<file path="src/rtl/spi_nios_link_master.sv">
// SPI mode-0 master feeding the Nios-side SPI slave of soc_system.
// One DATA_W word per valid/ready handshake, MSB first; received word returned with a one-cycle rx_valid.
module spi_nios_link_master #(
    parameter int unsigned DATA_W   = 16,
    parameter int unsigned CLK_DIV  = 4,
    parameter int unsigned CS_SETUP = 2,
    parameter int unsigned CS_HOLD  = 2,
    parameter int unsigned GAP      = 4
) (
    input  logic              clk_clk,
    input  logic              reset_reset_n,
    input  logic [DATA_W-1:0] tx_data,
    input  logic              tx_valid,
    output logic              tx_ready,
    output logic [DATA_W-1:0] rx_data,
    output logic              rx_valid,
    output logic              busy,
    output logic              spi_sclk,
    output logic              spi_mosi,
    output logic              spi_ss_n,
    input  logic              spi_miso
);

    localparam int unsigned SEQ_MAX_A = (CS_SETUP > CS_HOLD) ? CS_SETUP : CS_HOLD;
    localparam int unsigned SEQ_MAX   = (SEQ_MAX_A > GAP) ? SEQ_MAX_A : GAP;
    localparam int unsigned SEQ_W     = $clog2(SEQ_MAX + 1);
    localparam int unsigned HALF_W    = $clog2(CLK_DIV);
    localparam int unsigned BIT_W     = $clog2(DATA_W);

    typedef enum logic [2:0] {
        S_IDLE,
        S_SETUP,
        S_SHIFT,
        S_HOLD,
        S_GAP
    } state_t;

    state_t              state_q, state_d;
    logic [SEQ_W-1:0]    seq_q, seq_d;
    logic [HALF_W-1:0]   half_q, half_d;
    logic [BIT_W-1:0]    bit_q, bit_d;
    logic [DATA_W-1:0]   tx_shift_q, tx_shift_d;
    logic [DATA_W-1:0]   rx_shift_q, rx_shift_d;
    logic                tx_ready_d;
    logic [DATA_W-1:0]   rx_data_d;
    logic                rx_valid_d;
    logic                busy_d;
    logic                sclk_d;
    logic                mosi_d;
    logic                ss_n_d;

    always_ff @(posedge clk_clk or negedge reset_reset_n) begin
        if (!reset_reset_n) begin
            state_q    <= S_IDLE;
            seq_q      <= '0;
            half_q     <= '0;
            bit_q      <= '0;
            tx_shift_q <= '0;
            rx_shift_q <= '0;
            tx_ready   <= 1'b0;
            rx_data    <= '0;
            rx_valid   <= 1'b0;
            busy       <= 1'b0;
            spi_sclk   <= 1'b0;
            spi_mosi   <= 1'b0;
            spi_ss_n   <= 1'b1;
        end else begin
            state_q    <= state_d;
            seq_q      <= seq_d;
            half_q     <= half_d;
            bit_q      <= bit_d;
            tx_shift_q <= tx_shift_d;
            rx_shift_q <= rx_shift_d;
            tx_ready   <= tx_ready_d;
            rx_data    <= rx_data_d;
            rx_valid   <= rx_valid_d;
            busy       <= busy_d;
            spi_sclk   <= sclk_d;
            spi_mosi   <= mosi_d;
            spi_ss_n   <= ss_n_d;
        end
    end

    always_comb begin
        state_d    = state_q;
        seq_d      = seq_q;
        half_d     = half_q;
        bit_d      = bit_q;
        tx_shift_d = tx_shift_q;
        rx_shift_d = rx_shift_q;
        tx_ready_d = tx_ready;
        rx_data_d  = rx_data;
        rx_valid_d = 1'b0;
        busy_d     = busy;
        sclk_d     = spi_sclk;
        mosi_d     = spi_mosi;
        ss_n_d     = spi_ss_n;

        case (state_q)
            S_IDLE: begin
                // tx_ready is a register, so it comes up one edge after reset release
                tx_ready_d = 1'b1;
                if (tx_valid && tx_ready) begin
                    tx_shift_d = tx_data;
                    mosi_d     = tx_data[DATA_W-1];
                    ss_n_d     = 1'b0;
                    busy_d     = 1'b1;
                    tx_ready_d = 1'b0;
                    seq_d      = '0;
                    state_d    = S_SETUP;
                end
            end

            S_SETUP: begin
                if (seq_q == SEQ_W'(CS_SETUP - 1)) begin
                    seq_d   = '0;
                    half_d  = '0;
                    bit_d   = '0;
                    state_d = S_SHIFT;
                end else begin
                    seq_d = seq_q + 1'b1;
                end
            end

            S_SHIFT: begin
                if (half_q == HALF_W'(CLK_DIV - 1)) begin
                    half_d = '0;
                    if (!spi_sclk) begin
                        sclk_d     = 1'b1;
                        rx_shift_d = {rx_shift_q[DATA_W-2:0], spi_miso};
                    end else begin
                        sclk_d = 1'b0;
                        if (bit_q == BIT_W'(DATA_W - 1)) begin
                            seq_d   = '0;
                            state_d = S_HOLD;
                        end else begin
                            bit_d      = bit_q + 1'b1;
                            tx_shift_d = {tx_shift_q[DATA_W-2:0], 1'b0};
                            mosi_d     = tx_shift_q[DATA_W-2];
                        end
                    end
                end else begin
                    half_d = half_q + 1'b1;
                end
            end

            S_HOLD: begin
                if (seq_q == SEQ_W'(CS_HOLD - 1)) begin
                    ss_n_d     = 1'b1;
                    mosi_d     = 1'b0;
                    rx_data_d  = rx_shift_q;
                    rx_valid_d = 1'b1;
                    seq_d      = '0;
                    state_d    = S_GAP;
                end else begin
                    seq_d = seq_q + 1'b1;
                end
            end

            S_GAP: begin
                if (seq_q == SEQ_W'(GAP - 1)) begin
                    busy_d     = 1'b0;
                    tx_ready_d = 1'b1;
                    seq_d      = '0;
                    state_d    = S_IDLE;
                end else begin
                    seq_d = seq_q + 1'b1;
                end
            end

            default: begin
                state_d = S_IDLE;
            end
        endcase
    end

endmodule

</file>
<file path="config.mk">
export PLATFORM = sky130hd
export DESIGN_NAME = spi_nios_link_master
export DESIGN_NICKNAME = d
export VERILOG_FILES = /design/src/rtl/spi_nios_link_master.sv
export SDC_FILE = /design/constraint.sdc
export NUM_CORES = 1
export LEC_CHECK = 0
export ABC_CLOCK_PERIOD_IN_PS = 1950
export CAP_MARGIN = 20
export CORE_MARGIN = 4
export CORE_UTILIZATION = 40
export DETAILED_ROUTE_END_ITERATION = 7
export PLACE_DENSITY = 0.65
export SLEW_MARGIN = 10
export SYNTH_ARGS = -nofsm -noshare
export SYNTH_HDL_FRONTEND = slang
export SYNTH_SLANG_ARGS = --single-unit
</file>
<file path="constraint.sdc">
create_clock -name clk_clk -period 1.95 [get_ports clk_clk]
set_clock_uncertainty 0.2 [all_clocks]
set_input_delay 0.195 -clock clk_clk [delete_from_list [all_inputs] [get_ports clk_clk]]
set_output_delay 0.195 -clock clk_clk [all_outputs]
set_load 0.02 [all_outputs]
</file>
# After elaboration in Yosys (flattened, before gate mapping)
# Index checks and enable logic that the tools add are counted.
classes:
  addsub: 3
  eq_ne: 16
  mux: 46
  bitwise_logic: 1
  n_reduce_logical: 21
ops:
  columns: ["op", "n"]
  rows:
  - ["15-bit 2-to-1 mux", 4]
  - ["3-bit 2-to-1 mux", 13]
  - ["15-bit case mux with 2 select lines", 1]
  - ["4-bit 2-to-1 mux", 4]
  - ["2-bit != test (second input constant)", 8]
  - ["3-bit case mux with 5 select lines", 1]
  - ["5-bit AND reduction", 3]
  - ["1-bit 2-to-1 mux", 14]
  - ["3-bit case mux with 4 select lines", 1]
  - ["3-bit by 2-bit == test with 1-bit output (second input constant)", 3]
  - ["3-bit AND reduction", 3]
  - ["4-bit case mux with 2 select lines", 1]
  - ["2-bit AND reduction", 4]
  - ["2-bit nonzero test", 4]
  - ["7-bit AND reduction", 1]
  - ["3-bit by 1-bit == test with 1-bit output (second input constant)", 2]
  - ["1-bit case mux with 2 select lines", 3]
  - ["6-bit AND reduction", 1]
  - ["4-bit by 1-bit adder with 4-bit output (second input constant)", 1]
  - ["4-bit == test (second input constant)", 1]
  - ["2-bit 2-to-1 mux", 2]
  - ["2-bit case mux with 2 select lines", 1]
  - ["4-bit nonzero test", 1]
  - ["3-bit by 1-bit adder with 3-bit output (second input constant)", 1]
  - ["other kinds (9)", 9]
word_totals:
  register_bits: 65
  input_bits: 20
  output_inout_bits: 22
  wordCells: 100

# Logic depth before layout (Yosys ltp)
# Gate-level depths: netlist of the first run.
logic_depth:
  depth_word: 5
  mapped_depth: 8

# Least setup slack after synthesis of the first run
# OpenSTA, ideal clock, no wires.
synth_timing:
  path_type: "register to register"
  start: "register state_q[2]"
  end: "register rx_shift_q[10]"
  t_arrival_ps: 1641
  slack_ps: -16
  stages_incl_launch_ff: 9
  path_buffers: 4
  synth_period_minus_slack_ps: 1966
  cell_sequence: "dfrtp_1 buf_2 nor3b_2 buf_4 nand2_2 or2_1 buf_6 buf_6 mux2_4"
synth_between:
  elab_chain_cells: 2
synth_lines:
  columns: ["element", "line_no", "text"]
  rows:
  - ["start: declaration", "38", "state_t state_q, state_d;"]
  - ["start signal: assignment", "68", "state_q <= state_d;"]
  - ["3-bit by 2-bit == test with 1-bit output", "99", "case (state_q)"]
  - ["3-bit AND reduction (no line)", null, null]
  - ["end signal: assignment", "73", "rx_shift_q <= rx_shift_d;"]
  - ["end: declaration", "43", "logic [DATA_W-1:0] rx_shift_q, rx_shift_d;"]
# No other way between the ends.
# A chain may end at the register's enable or synchronous reset.

# Final worst setup path of the first run
layout_timing:
  start: "register spi_ss_n"
  end: "output spi_ss_n"
layout_rtl:
  columns: ["element", "line_no", "text"]
  rows:
  - ["start: declaration", "20", "output logic spi_ss_n,"]
  - ["start signal: assignment", "80", "spi_ss_n <= ss_n_d;"]
# No word-level cell between the ends.

==> results of run 1 <==
[how the worst max path moves through the flow]
stage	slack [ps]	startpoint	to
after floorplan	-2	state_q[2]$_DFFE_PN0P_	rx_shift_q[10]$_DFFE_PN0P_
after global placement	140	tx_valid	tx_shift_q[0]$_DFFE_PN0P_
after detailed placement	140	tx_valid	tx_shift_q[0]$_DFFE_PN0P_
after CTS	40	spi_ss_n$_DFFE_PN1P_	spi_ss_n
after global routing	0.3	seq_q[1]$_DFFE_PN0P_	rx_data[14]$_DFFE_PN0P_
final	60	spi_ss_n$_DFFE_PN1P_	spi_ss_n
[power by group]
part | total [mW] | leakage, nW | internal, mW | switching [mW]
clock | 1.16 | 0.104 | 0.603 | 0.555
sequential | 1.84 | 0.859 | 1.65 | 0.187
combinational | 1.57 | 0.775 | 0.732 | 0.833
total | 4.56 | 1.74 | 2.98 | 1.58
[through the flow]
stage / setup TNS (ps) / hold slack [ps]
after floorplan: -21.9 / -301
after global placement: 0 / -58.8
after detailed placement: 0 / -54.7
after CTS: 0 / 125
after global routing: 0 / 143
final: 0 / 123
[cell families (layout without fill, tap and decap cells)]
logic type | Yosys count | in the layout | share of synthesized area (%)
compound gates | 65 | 65 | 12.8
fa+ha+maj | 6 | 6 | 2.53
buf+inv | 21 | 80 | 3.58
flops | 65 | 65 | 54.8
mux | 49 | 49 | 19.1
simple gates | 39 | 39 | 7.24
[layer usage]
metal | vias up | share of wire (%) | track usage, %
met4 | 0 | 1.9 | 6.86
met5 | - | 0 | 0
met2 | 41 | 45 | 21.9
li1 | 987 | - | -
met3 | 8 | 4.2 | 3.29
met1 | 998 | 49 | 19.9
[placed cells by master, fill, tap and decap left out, drive strengths merged, types with 2 or more instances in the layout]
cell type | synthesis | final
clkinv | 0 | 4
dfrtp | 64 | 64
o221ai | 2 | 2
nor2 | 6 | 6
clkdlybuf4s50 | 0 | 40
nand3 | 4 | 4
inv | 7 | 9
a41oi | 2 | 2
clkbuf | 6 | 9
nand2b | 4 | 4
or2 | 3 | 3
ha | 6 | 6
and3b | 2 | 2
buf | 8 | 16
mux2 | 35 | 35
a21oi | 9 | 9
nand3b | 2 | 2
a22o | 4 | 4
nand2 | 13 | 13
o21ai | 41 | 41
mux2i | 14 | 14
[flip-flops by register name, indices dropped and copies added, names as in the netlist]
register    cells
bit_q           4
state_q         3
tx_ready        1
rx_shift_q     16
spi_ss_n        1
rx_data        16
spi_sclk        1
half_q          2
busy            1
tx_shift_q     15
rx_valid        1
spi_mosi        1
seq_q           3
[final cells by class]
cell class | instances | area share, %
clock inverters | 7 | 2.07
well taps | 99 | 3.26
flip-flops and latches | 65 | 42.8
clock buffers | 9 | 3.26
multi-input cells | 159 | 32.7
repair buffers | 57 | 15.2
inverters | 7 | 0.691
[what timing repair did]
action	in CTS	in global routing
endpoints found under the hold margin	64	0
hold buffers	1	0
setup endpoints to repair	0	2
gates resized for setup	0	1
setup buffers	0	0
==> reports/results.tsv, run 1 <==
metric	value	unit
avgSynthCellArea	12.1	um2
p_per_area	1200	mW/mm2
drc	0	
crit_slowest_cell	clkdlybuf4s50_1	
synth_fp_nets	271	
clock_sinks	65	
core	0.00725	mm2
status	completed	
root_buffer	clkbuf_8	
synth_area_leader_cell	dfrtp_1	
drt-initial-drc-count	93	
regArea	0.00163	mm2
drt_wl_total	5900	um
area_growth	27.9	%
reg2reg_from	seq_q[0]$_DFFE_PN0P_	
grt-ovfl-total	0	
finish.instance_area	0.00380	mm2
nFillCells	661	
dr.pass1.iters	4	
fp.dieW	94.2	um
ir_worst_vdd	467	uV
placed_cells	386	
min_path_type	in -> async	
r2r-end	rx_data[14]$_DFFE_PN0P_	
syn-cell-area	0.00297	mm2
yosys_warnings	0	
max_stage_delay	610	ps
max_cap_viol_count	0	
timing.fmax	529	MHz
stdcell_count	403	
drive_gt1_share	24.0	%
cp-start-kind	register	
yosysSeqAreaShare	54.8	%
clockBufferDepth	2	
hold_viol	0	
die_area	0.00888	mm2
setup_ws	58.9	ps
rsz0062_at_grt	false	
cp.depth	1	
ant_nets	0	
fin_nets	325	
crit_chain	clkdlybuf4s50_1	
cp.arrival	1500	ps
clock_latency	340	ps
synth_area_leaders	dfrtp_1 54%, mux2_2 9.8%, o21ai_0 6.9%, mux2i_1 4.7%, mux2_4 4.5%	
cts_buffers	9	
synth_flop_cell	dfrtp_1	
dp_slack	143	ps
r2r_slack	130	ps
tightest_slew	516	ps
placed_area	0.00358	mm2
critPathMaxFanout	3	
r2r.worst_path.cells	6	
antenna_found_initial	0	
yosysMostFrequentCell	dfrtp_1	
report.final.slew_viol_count	0	
port_buffers	41	
synth_edf_count	0	
fin_crit_sh	97.0	%
num_vias	2034	
grt_pass1_vias	2107	
initial_core_util	41.0	%
dieHeight	94.2	um
rows	31	
htreeDepth	3	
postSynthCellCount	245	
synthTopCellsByCount	64 x dfrtp_1, 41 x o21ai_0, 26 x mux2_2, 14 x mux2i_1, 12 x nand2_1	
place.detailed.hpwl	4020	um
ys_async_sr_fraction	100	%
cts_tree	built	
grt_pass1_wl	10000	um
crit_buf_inv	1	
leakage	1.74	nW
track_usage	14.6	%
max_slew_margin	65.6	%
wl_per_cell	14.6	um
ys_seq_elements	65	
cp_data_required_time	1550	ps
viasPerCell	5.05	
n_antenna_cell	0	
synth_top_area_share	53.9	%
gp_congestion	0.772	
path_class	reg -> out	
multi_input_area	0.00124	mm2
path_clk_slew	70	ps
critPathTopFamily	buffers and inverters	
setup_viol	0	
fin_util	52.4	%
finalPower	4.56	mW
worst_setup_path_end_kind	primary output	
synth_cell_types	37	
grt_max_degree	38	
fin_crit	1890	ps
io_pins	42	
(Power assumes the default switching activity.)
==> inputs of run 2 (changes only) <==
Settings changed: CTS_CLUSTER_SIZE set to 16.
==> results of run 2 <==
The final DEF is identical to that of run 1; final timing and power are the same.
==> inputs of run 3 (changes only) <==
Settings changed: CTS_CLUSTER_DIAMETER set to 120.
==> results of run 3 <==
The final DEF is identical to that of run 1; final timing and power are the same.
